## config.mk

```make
export PLATFORM = sky130hd
export DESIGN_NAME = tx_sched
export DESIGN_NICKNAME = d
export VERILOG_FILES = /design/src/rtl/tx_sched.sv
export SDC_FILE = /design/constraint.sdc
export NUM_CORES = 1
export LEC_CHECK = 0
export BUFFER_PORTS_ARGS = -buffer_cell sky130_fd_sc_hd__buf_2
export CAP_MARGIN = 20
export CORE_MARGIN = 4
export CORE_UTILIZATION = 50
export CTS_BUF_LIST = sky130_fd_sc_hd__clkbuf_2 sky130_fd_sc_hd__clkbuf_4 sky130_fd_sc_hd__clkbuf_8
export DETAILED_ROUTE_END_ITERATION = 10
export PLACE_DENSITY = 0.83
export SYNTH_ARGS = -nofsm -noshare
export SYNTH_HDL_FRONTEND = slang
export SYNTH_SLANG_ARGS = --single-unit
export TNS_END_PERCENT = 50
```

## constraint.sdc

```tcl
create_clock -name txClk -period 9.1 [get_ports txClk]
set_input_delay 1.365 -clock txClk [delete_from_list [all_inputs] [get_ports txClk]]
set_output_delay 1.365 -clock txClk [all_outputs]
set_load 0.01 [all_outputs]
```

## src/rtl/tx_sched.sv

```systemverilog
// tx_sched: picks FCT, host or NULL fill characters for tx_top.
// Optional time-code source enabled by defining TX_TIMECODE_EN.
module tx_sched #(
   parameter int CREDIT_STEP  = 8,
   parameter int CREDIT_MAX   = 56,
   parameter int FCT_PEND_MAX = 7
) (
   input  logic       txClk,
   input  logic       txReset_n,
   input  logic       enable_i,
   input  logic       fct_req_i,
   input  logic       fct_rx_i,
   input  logic [7:0] hdat_i,
   input  logic       hlchar_i,
   input  logic       hvalid_i,
   output logic       hready_o,
   output logic [7:0] dat_o,
   output logic       lchar_o,
   output logic       valid_o,
   input  logic       ready_i,
   output logic [5:0] credit_o,
   output logic [2:0] fct_pend_o,
   output logic       credit_err_o
`ifdef TX_TIMECODE_EN
   ,
   input  logic [7:0] tc_i,
   input  logic       tc_valid_i,
   output logic       tc_ready_o
`endif
);

   typedef enum logic [1:0] {
      S_OFF,
      S_PICK,
      S_WAIT
   } state_e;

   localparam logic [7:0] ESC   = 8'h03;
   localparam logic [7:0] FCT   = 8'h00;
   localparam logic [6:0] STEP7 = 7'(CREDIT_STEP);
   localparam logic [6:0] MAX7  = 7'(CREDIT_MAX);
   localparam logic [2:0] PMAX  = 3'(FCT_PEND_MAX);

   state_e     state_q, state_d;
   logic [7:0] dat_q, dat_d;
   logic       lchar_q, lchar_d;
   logic       valid_q, valid_d;
   logic       sec_q, sec_d;
   logic [7:0] sec_dat_q, sec_dat_d;
   logic       sec_lchar_q, sec_lchar_d;
   logic [5:0] credit_q, credit_d;
   logic [2:0] pend_q, pend_d;
   logic       err_q, err_d;
   logic [6:0] csum;
   logic       host_load;
   logic       fct_load;
   logic       tc_take;

   // Character selection and output-register handshake FSM
   always_comb begin
      state_d     = state_q;
      dat_d       = dat_q;
      lchar_d     = lchar_q;
      valid_d     = valid_q;
      sec_d       = sec_q;
      sec_dat_d   = sec_dat_q;
      sec_lchar_d = sec_lchar_q;
      host_load   = 1'b0;
      fct_load    = 1'b0;
      tc_take     = 1'b0;
      unique case (state_q)
         S_OFF: begin
            valid_d = 1'b0;
            if (enable_i) state_d = S_PICK;
         end
         S_PICK: begin
            if (!enable_i) begin
               state_d = S_OFF;
            end else begin
               state_d = S_WAIT;
               valid_d = 1'b1;
`ifdef TX_TIMECODE_EN
               if (tc_valid_i) begin
                  dat_d       = ESC;
                  lchar_d     = 1'b1;
                  sec_d       = 1'b1;
                  sec_dat_d   = tc_i;
                  sec_lchar_d = 1'b0;
                  tc_take     = 1'b1;
               end else
`endif
               if (pend_q != 3'd0) begin
                  dat_d    = FCT;
                  lchar_d  = 1'b1;
                  fct_load = 1'b1;
               end else if (hvalid_i && credit_q != 6'd0) begin
                  dat_d     = hdat_i;
                  lchar_d   = hlchar_i;
                  host_load = 1'b1;
               end else begin
                  dat_d       = ESC;
                  lchar_d     = 1'b1;
                  sec_d       = 1'b1;
                  sec_dat_d   = FCT;
                  sec_lchar_d = 1'b1;
               end
            end
         end
         S_WAIT: begin
            if (valid_q && ready_i) begin
               if (sec_q) begin
                  dat_d   = sec_dat_q;
                  lchar_d = sec_lchar_q;
                  sec_d   = 1'b0;
               end else begin
                  valid_d = 1'b0;
                  state_d = enable_i ? S_PICK : S_OFF;
               end
            end
         end
         default: state_d = S_OFF;
      endcase
   end

   // Credit and owed-FCT counters with saturation error flag
   always_comb begin
      csum     = {1'b0, credit_q} + (fct_rx_i ? STEP7 : 7'd0)
                 - {6'd0, host_load};
      err_d    = err_q;
      credit_d = csum[5:0];
      if (csum > MAX7) begin
         credit_d = MAX7[5:0];
         err_d    = 1'b1;
      end
      pend_d = pend_q;
      if (fct_req_i && !fct_load) begin
         if (pend_q == PMAX) err_d = 1'b1;
         else pend_d = pend_q + 3'd1;
      end else if (!fct_req_i && fct_load) begin
         pend_d = pend_q - 3'd1;
      end
   end

   // State, output register and counter storage
   always_ff @(posedge txClk or negedge txReset_n) begin
      if (!txReset_n) begin
         state_q     <= S_OFF;
         dat_q       <= 8'd0;
         lchar_q     <= 1'b0;
         valid_q     <= 1'b0;
         sec_q       <= 1'b0;
         sec_dat_q   <= 8'd0;
         sec_lchar_q <= 1'b0;
         credit_q    <= 6'd0;
         pend_q      <= 3'd0;
         err_q       <= 1'b0;
      end else begin
         state_q     <= state_d;
         dat_q       <= dat_d;
         lchar_q     <= lchar_d;
         valid_q     <= valid_d;
         sec_q       <= sec_d;
         sec_dat_q   <= sec_dat_d;
         sec_lchar_q <= sec_lchar_d;
         credit_q    <= credit_d;
         pend_q      <= pend_d;
         err_q       <= err_d;
      end
   end

   assign hready_o     = host_load;
   assign dat_o        = dat_q;
   assign lchar_o      = lchar_q;
   assign valid_o      = valid_q;
   assign credit_o     = credit_q;
   assign fct_pend_o   = pend_q;
   assign credit_err_o = err_q;
`ifdef TX_TIMECODE_EN
   assign tc_ready_o   = tc_take;
`endif

endmodule
```

After elaboration in Yosys (flattened, before gate mapping)

Index checks and enable logic that the tools add are counted.

Register bits: 24
Bits in latches: 0
Memory bits (writable): 0
Bits in read-only memories: 0
Logic and storage cells: 87
Memories kept: 0

Add/sub/neg operators: 4
Multiply operators: 0
Divide/modulo/power cells: 0
Order comparisons: 1
Equality and inequality tests: 11
Shifts and indexed selects: 0
Muxes and demuxes: 42
Bitwise gates (word level): 2
Reduce and logical (&&, ||, !) cells: 18

Operators by type and width:

| cell                  | count |
|---|---|
| $mux W8               | 5 |
| $mux W1               | 23 |
| $ne A2 B2 Y1 const B  | 8 |
| $pmux W8 S2           | 1 |
| $reduce_and A4 Y1     | 3 |
| $mux W3               | 3 |
| $mux W2               | 4 |
| $add A6 B4 Y7         | 1 |
| $gt A7 B6 Y1 const B  | 1 |
| $sub A7 B1 Y7         | 1 |
| $mux W6               | 1 |
| $pmux W2 S3           | 1 |
| $reduce_bool A3 Y1    | 2 |
| $reduce_bool A6 Y1    | 1 |
| $reduce_and A5 Y1     | 1 |
| $logic_and A1 B1 Y1   | 4 |
| $mux W4               | 1 |
| $pmux W1 S2           | 2 |
| $reduce_bool A2 Y1    | 2 |
| $add A3 B1 Y3 const B | 1 |
| $eq A3 B3 Y1 const B  | 1 |
| $pmux W1 S3           | 1 |
| $reduce_and A3 Y1     | 1 |
| $sub A3 B1 Y3 const B | 1 |
| 6 further kinds       | 8 |

Depth between registers and ports, before layout

Depth in word-level cells: 11
Mapped depth: 14
Depth with buffers taken out: 13

Worst setup path after synthesis

No wires, ideal clock.

Path type: input-to-reg
From: input port enable_i
To: register credit_q[0], in the netlist credit_o[0]
Setup time: 0.126 ns
Arrival time: 3.591 ns
Required time: 8.974 ns
Path slack: 5.383 ns
Stages on the path: 13
Path buffers: 2
Cells stage by stage: and3b_1 -> buf_2 -> and2_1 -> nor2b_2 -> buf_6 -> ha_1 -> inv_1 -> ha_1 -> fa_1 -> a21o_1 -> a21oi_1 -> xnor2_1 -> o311a_1

Cells in the longest elaborated chain, start to end: 5

Ends and longest elaborated chain:

| element              | line | RTL |
|---|---|---|
| start, declared      | 10   | `input logic enable_i,` |
| $mux W1 (*)          | 77   | `if (!enable_i) begin` |
| $mux W1 (*)          | 71   | `unique case (state_q)` |
| net hready_o         | 16   | `output logic hready_o,` |
| $sub A7 B1 Y7 (*)    | 128  | `- {6'd0, host_load};` |
| $gt A7 B6 Y1         | 131  | `if (csum > MAX7) begin` |
| $mux W6 (*)          | 131  |  |
| net credit_d[0]      | 51   | `logic [5:0] credit_q, credit_d;` |
| end signal, assigned | 165  | `credit_q <= credit_d;` |
| end, declared        | 51   |  |

The timed path passes the listed nets; every way through them passes the cells marked *.
A chain may end at the register's enable or synchronous reset.

Final worst setup path

From: input port enable_i
To: output port hready_o

Cells in the longest elaborated chain, start to end: 2

Ends and longest elaborated chain:

| element       | line |
|---|---|
| $mux W1       | 77 |
| $mux W1       | 71 |
| end, declared | 16 |

Every way passes these cells.

==> metrics.cfg <==
[floorplan]
rows = 19
initial_core_util = 0.5204
io_pins = 37
core_area_um2 = 2734
die_w_um = 61.34
die_h_um = 61.34
die-area_um2 = 3763

[timing]
setup_viol = 0
maxSlewHeadroom = 0.6519
maxSlewViolCount = 0
hold_slack_ns = 0.4761
hold_viol_final = 0
worstMarginPinSlew_ns = 0.5222
fmax_mhz = 254.6
period_needed_ns = 3.928
tns_ns = 0
rsz0062_at_grt = false
fin_worst_skew_ns = 0.0009189
finalCritPeriodShare = 0.4317

[clock_network]
cts-root-buf = clkbuf_4
post-cts-setup-buffers = 0
cts.path.max_buffers = 2
insertion_delay_ns = 0.31
cts_buffers = 3
htreeDepth = 1
cts_tree = yes
clock_sinks = 24
clk_pin_slew_ns = 0.12
cts_hold_buf = 0
cts_resized = 0

[global_routing]
use_met1 = 0.2096
grt_max_degree = 25
antenna_found_initial = 0
grt_overflow = 0
grt_usage = 0.1712
grt_use_met3 = 0.01887
grt_use_met2 = 0.3097
grt_pass1_wl_um = 4926
top_usage_layer = met2
grt_pass1_vias = 1159

[yosys]
yosysTopAreaCell = dfrtp_1
synth-simple-area-share = 0.1671
synth_compound_area_frac = 0.2401
ys_seq_area_frac = 0.4222
synthXorXnorAreaFrac = 0.01847
muxShareOfSynthArea = 0
synth_top_area_share = 0.4222
syn_inst = 144
synth-edff-count = 0
yosys_warnings = 0
synth_area_leaders = dfrtp_1 42%, ha_1 7.0%, o21ai_0 4.6%
postSynthAreaPerCell_um2 = 9.879
synth_top_family_by_area = compound AO/OA/AOI/OAI gates
synth_cell_types = 41
synth_area_um2 = 1423
synth-seq-cells = 24
synthAdderAreaFrac = 0.09850
synthArstFlopShare = 1.000
syn_nets = 170
synth_flop_cell = dfrtp_1

[power_and_ir_drop]
p_per_area_nw_per_um2 = 280.9
ir_drop_mv = 0.1911
power_mw = 0.4625
power.leakage_nw = 0.8351

[finish]
layout.nets = 205
fill_cells = 239
antenna_cells = 0
final_util = 0.6023
stdcell_count = 209
final_layout_size_suffix_gt1_frac = 0.2528
syn_to_final_growth_pct = 15.74

[setup_path]
startpoint = enable_i
crit_path_end_kind = output pin
worstRegToRegCells = 11
path_cells = buf_2 > and3b_1 > and2_1 > nor2b_2 > buf_2
ff2ff_setup_slack_ns = 5.85
critPathMaxFanout = 9
worstReg2RegEnd = credit_o[2]
cp-endpoint = hready_o
path_common_cell = buf_2
timing.rr.start = fct_pend_o[0]
crit_arrival_ns = 2.56
crit_required_ns = 7.74
critical_path.max_stage_delay_ns = 0.34
crit_path_start_kind = input port
cpMaxStageDelayCell = nor2b_2
crit_type = in2out

[routing]
wl_per_cell_um = 14.65
viasPerCell = 5.837
routed_wl_um = 3062
num_vias = 1220
first_pass_iters = 6
drt_drc_violations_left = 0
detail_route.iter0.violations = 60
drtAntennaViolNets = 0

[worst_hold_path]
worst_hold_path_type = reg2reg

[place]
portBuffers = 36
hpwl_um = 2424
dp.cells = 205
place_congestion = 0.8239

[status]
outcome = completed

[job]
drv_cap = 0

==> placed cells by master (no fill, tap or decap), drive strengths merged, types with 3 or more instances in the layout <==
cell type  Yosys  final
xnor2          3      3
and3b          3      3
inv           12     12
buf            2     36
nor3           4      4
o311a          3      3
clkbuf         4      4
a21o           4      4
o21ai         15     15
nand2         14     14
o211ai         3      3
dfrtp         24     24
nor2           6      6
nor2b          4      4
a21oi          4      4
a22o           6      6
ha             8      8
==> state kept, by name (all words and copies together) (netlist names) <==
register      count
credit_err_o      1
credit_o          6
dat_o             8
fct_pend_o        3
lchar_o           1
sec_lchar_q       1
sec_q             1
state_q           2
valid_o           1
==> worst min path at each step <==
stage                      startpoint     endpoint  slack (ns)  cells past startpoint
after floorplan           sec_lchar_q  sec_lchar_q        0.43                      1
after detailed placement  sec_lchar_q  sec_lchar_q        0.45                      1
after global placement    sec_lchar_q  sec_lchar_q        0.44                      1
after global routing      sec_lchar_q  sec_lchar_q        0.51                      1
after CTS                 sec_lchar_q  sec_lchar_q        0.48                      1
final                        dat_o[0]     dat_o[0]        0.48                      2
==> final cells by class <==
type                            instances  area [µm²]  area share
Clock buffer                            4       36.28     0.02204
Timing Repair Buffer                   36       180.2      0.1094
Inverter                               12       45.04     0.02736
Tap cell                               31       38.79     0.02356
Multi-Input combinational cell        102       745.7      0.4529
Sequential cell                        24       600.6      0.3647
==> cells by family (layout without fill, tap and decap cells) <==
family	count (synthesis)	in the layout
AOI/OAI and AO/OA	46	46
xor gates and xnor gates	3	3
adders and majority gates	10	10
buffers and inverters	18	52
DFF	24	24
and+or+nand+nor	43	43
==> metrics by stage <==
stage	worst slack [ns]	instance area (µm²)
finish	5.172	1647
global route	5.053	1647
CTS	5.174	1647
detailed placement	4.949	1610
global placement	5.073	1610
floorplan	5.383	1423
==> power by group <==
part           switching (mW)  internal (mW)  total [mW]
clock network          0.0304         0.0244      0.0548
logic                   0.134         0.0987       0.233
registers              0.0388          0.136       0.175
total                   0.203          0.259       0.462
==> synth_stat cells, types with 2 or more instances <==
cell	n
dfrtp_1	24
nand2_1	14
o21ai_0	13
inv_1	12
ha_1	8
a22o_1	6
nor2_1	6
a21oi_1	4
clkbuf_1	4
nor3_1	4
a21o_1	3
and3b_1	3
nor2b_1	3
o211ai_1	3
o311a_1	3
xnor2_1	3
and3_1	2
fa_1	2
nand3_1	2
nand3b_1	2
nor3b_1	2
o31ai_1	2
==> worst max-delay path, delay by kind of cell <==
kind / cells / cell delay, ns
AND/OR/NAND/NOR: 3 / 0.90
buffers and inverters: 2 / 0.30
==> metal layers <==
metal | routed length, µm | part of all wire
met1 | 1239 | 0.40
met2 | 1594 | 0.52
met3 | 174 | 0.057
met4 | 54 | 0.018
met5 | 0 | 0
(Power assumes the default switching activity.)
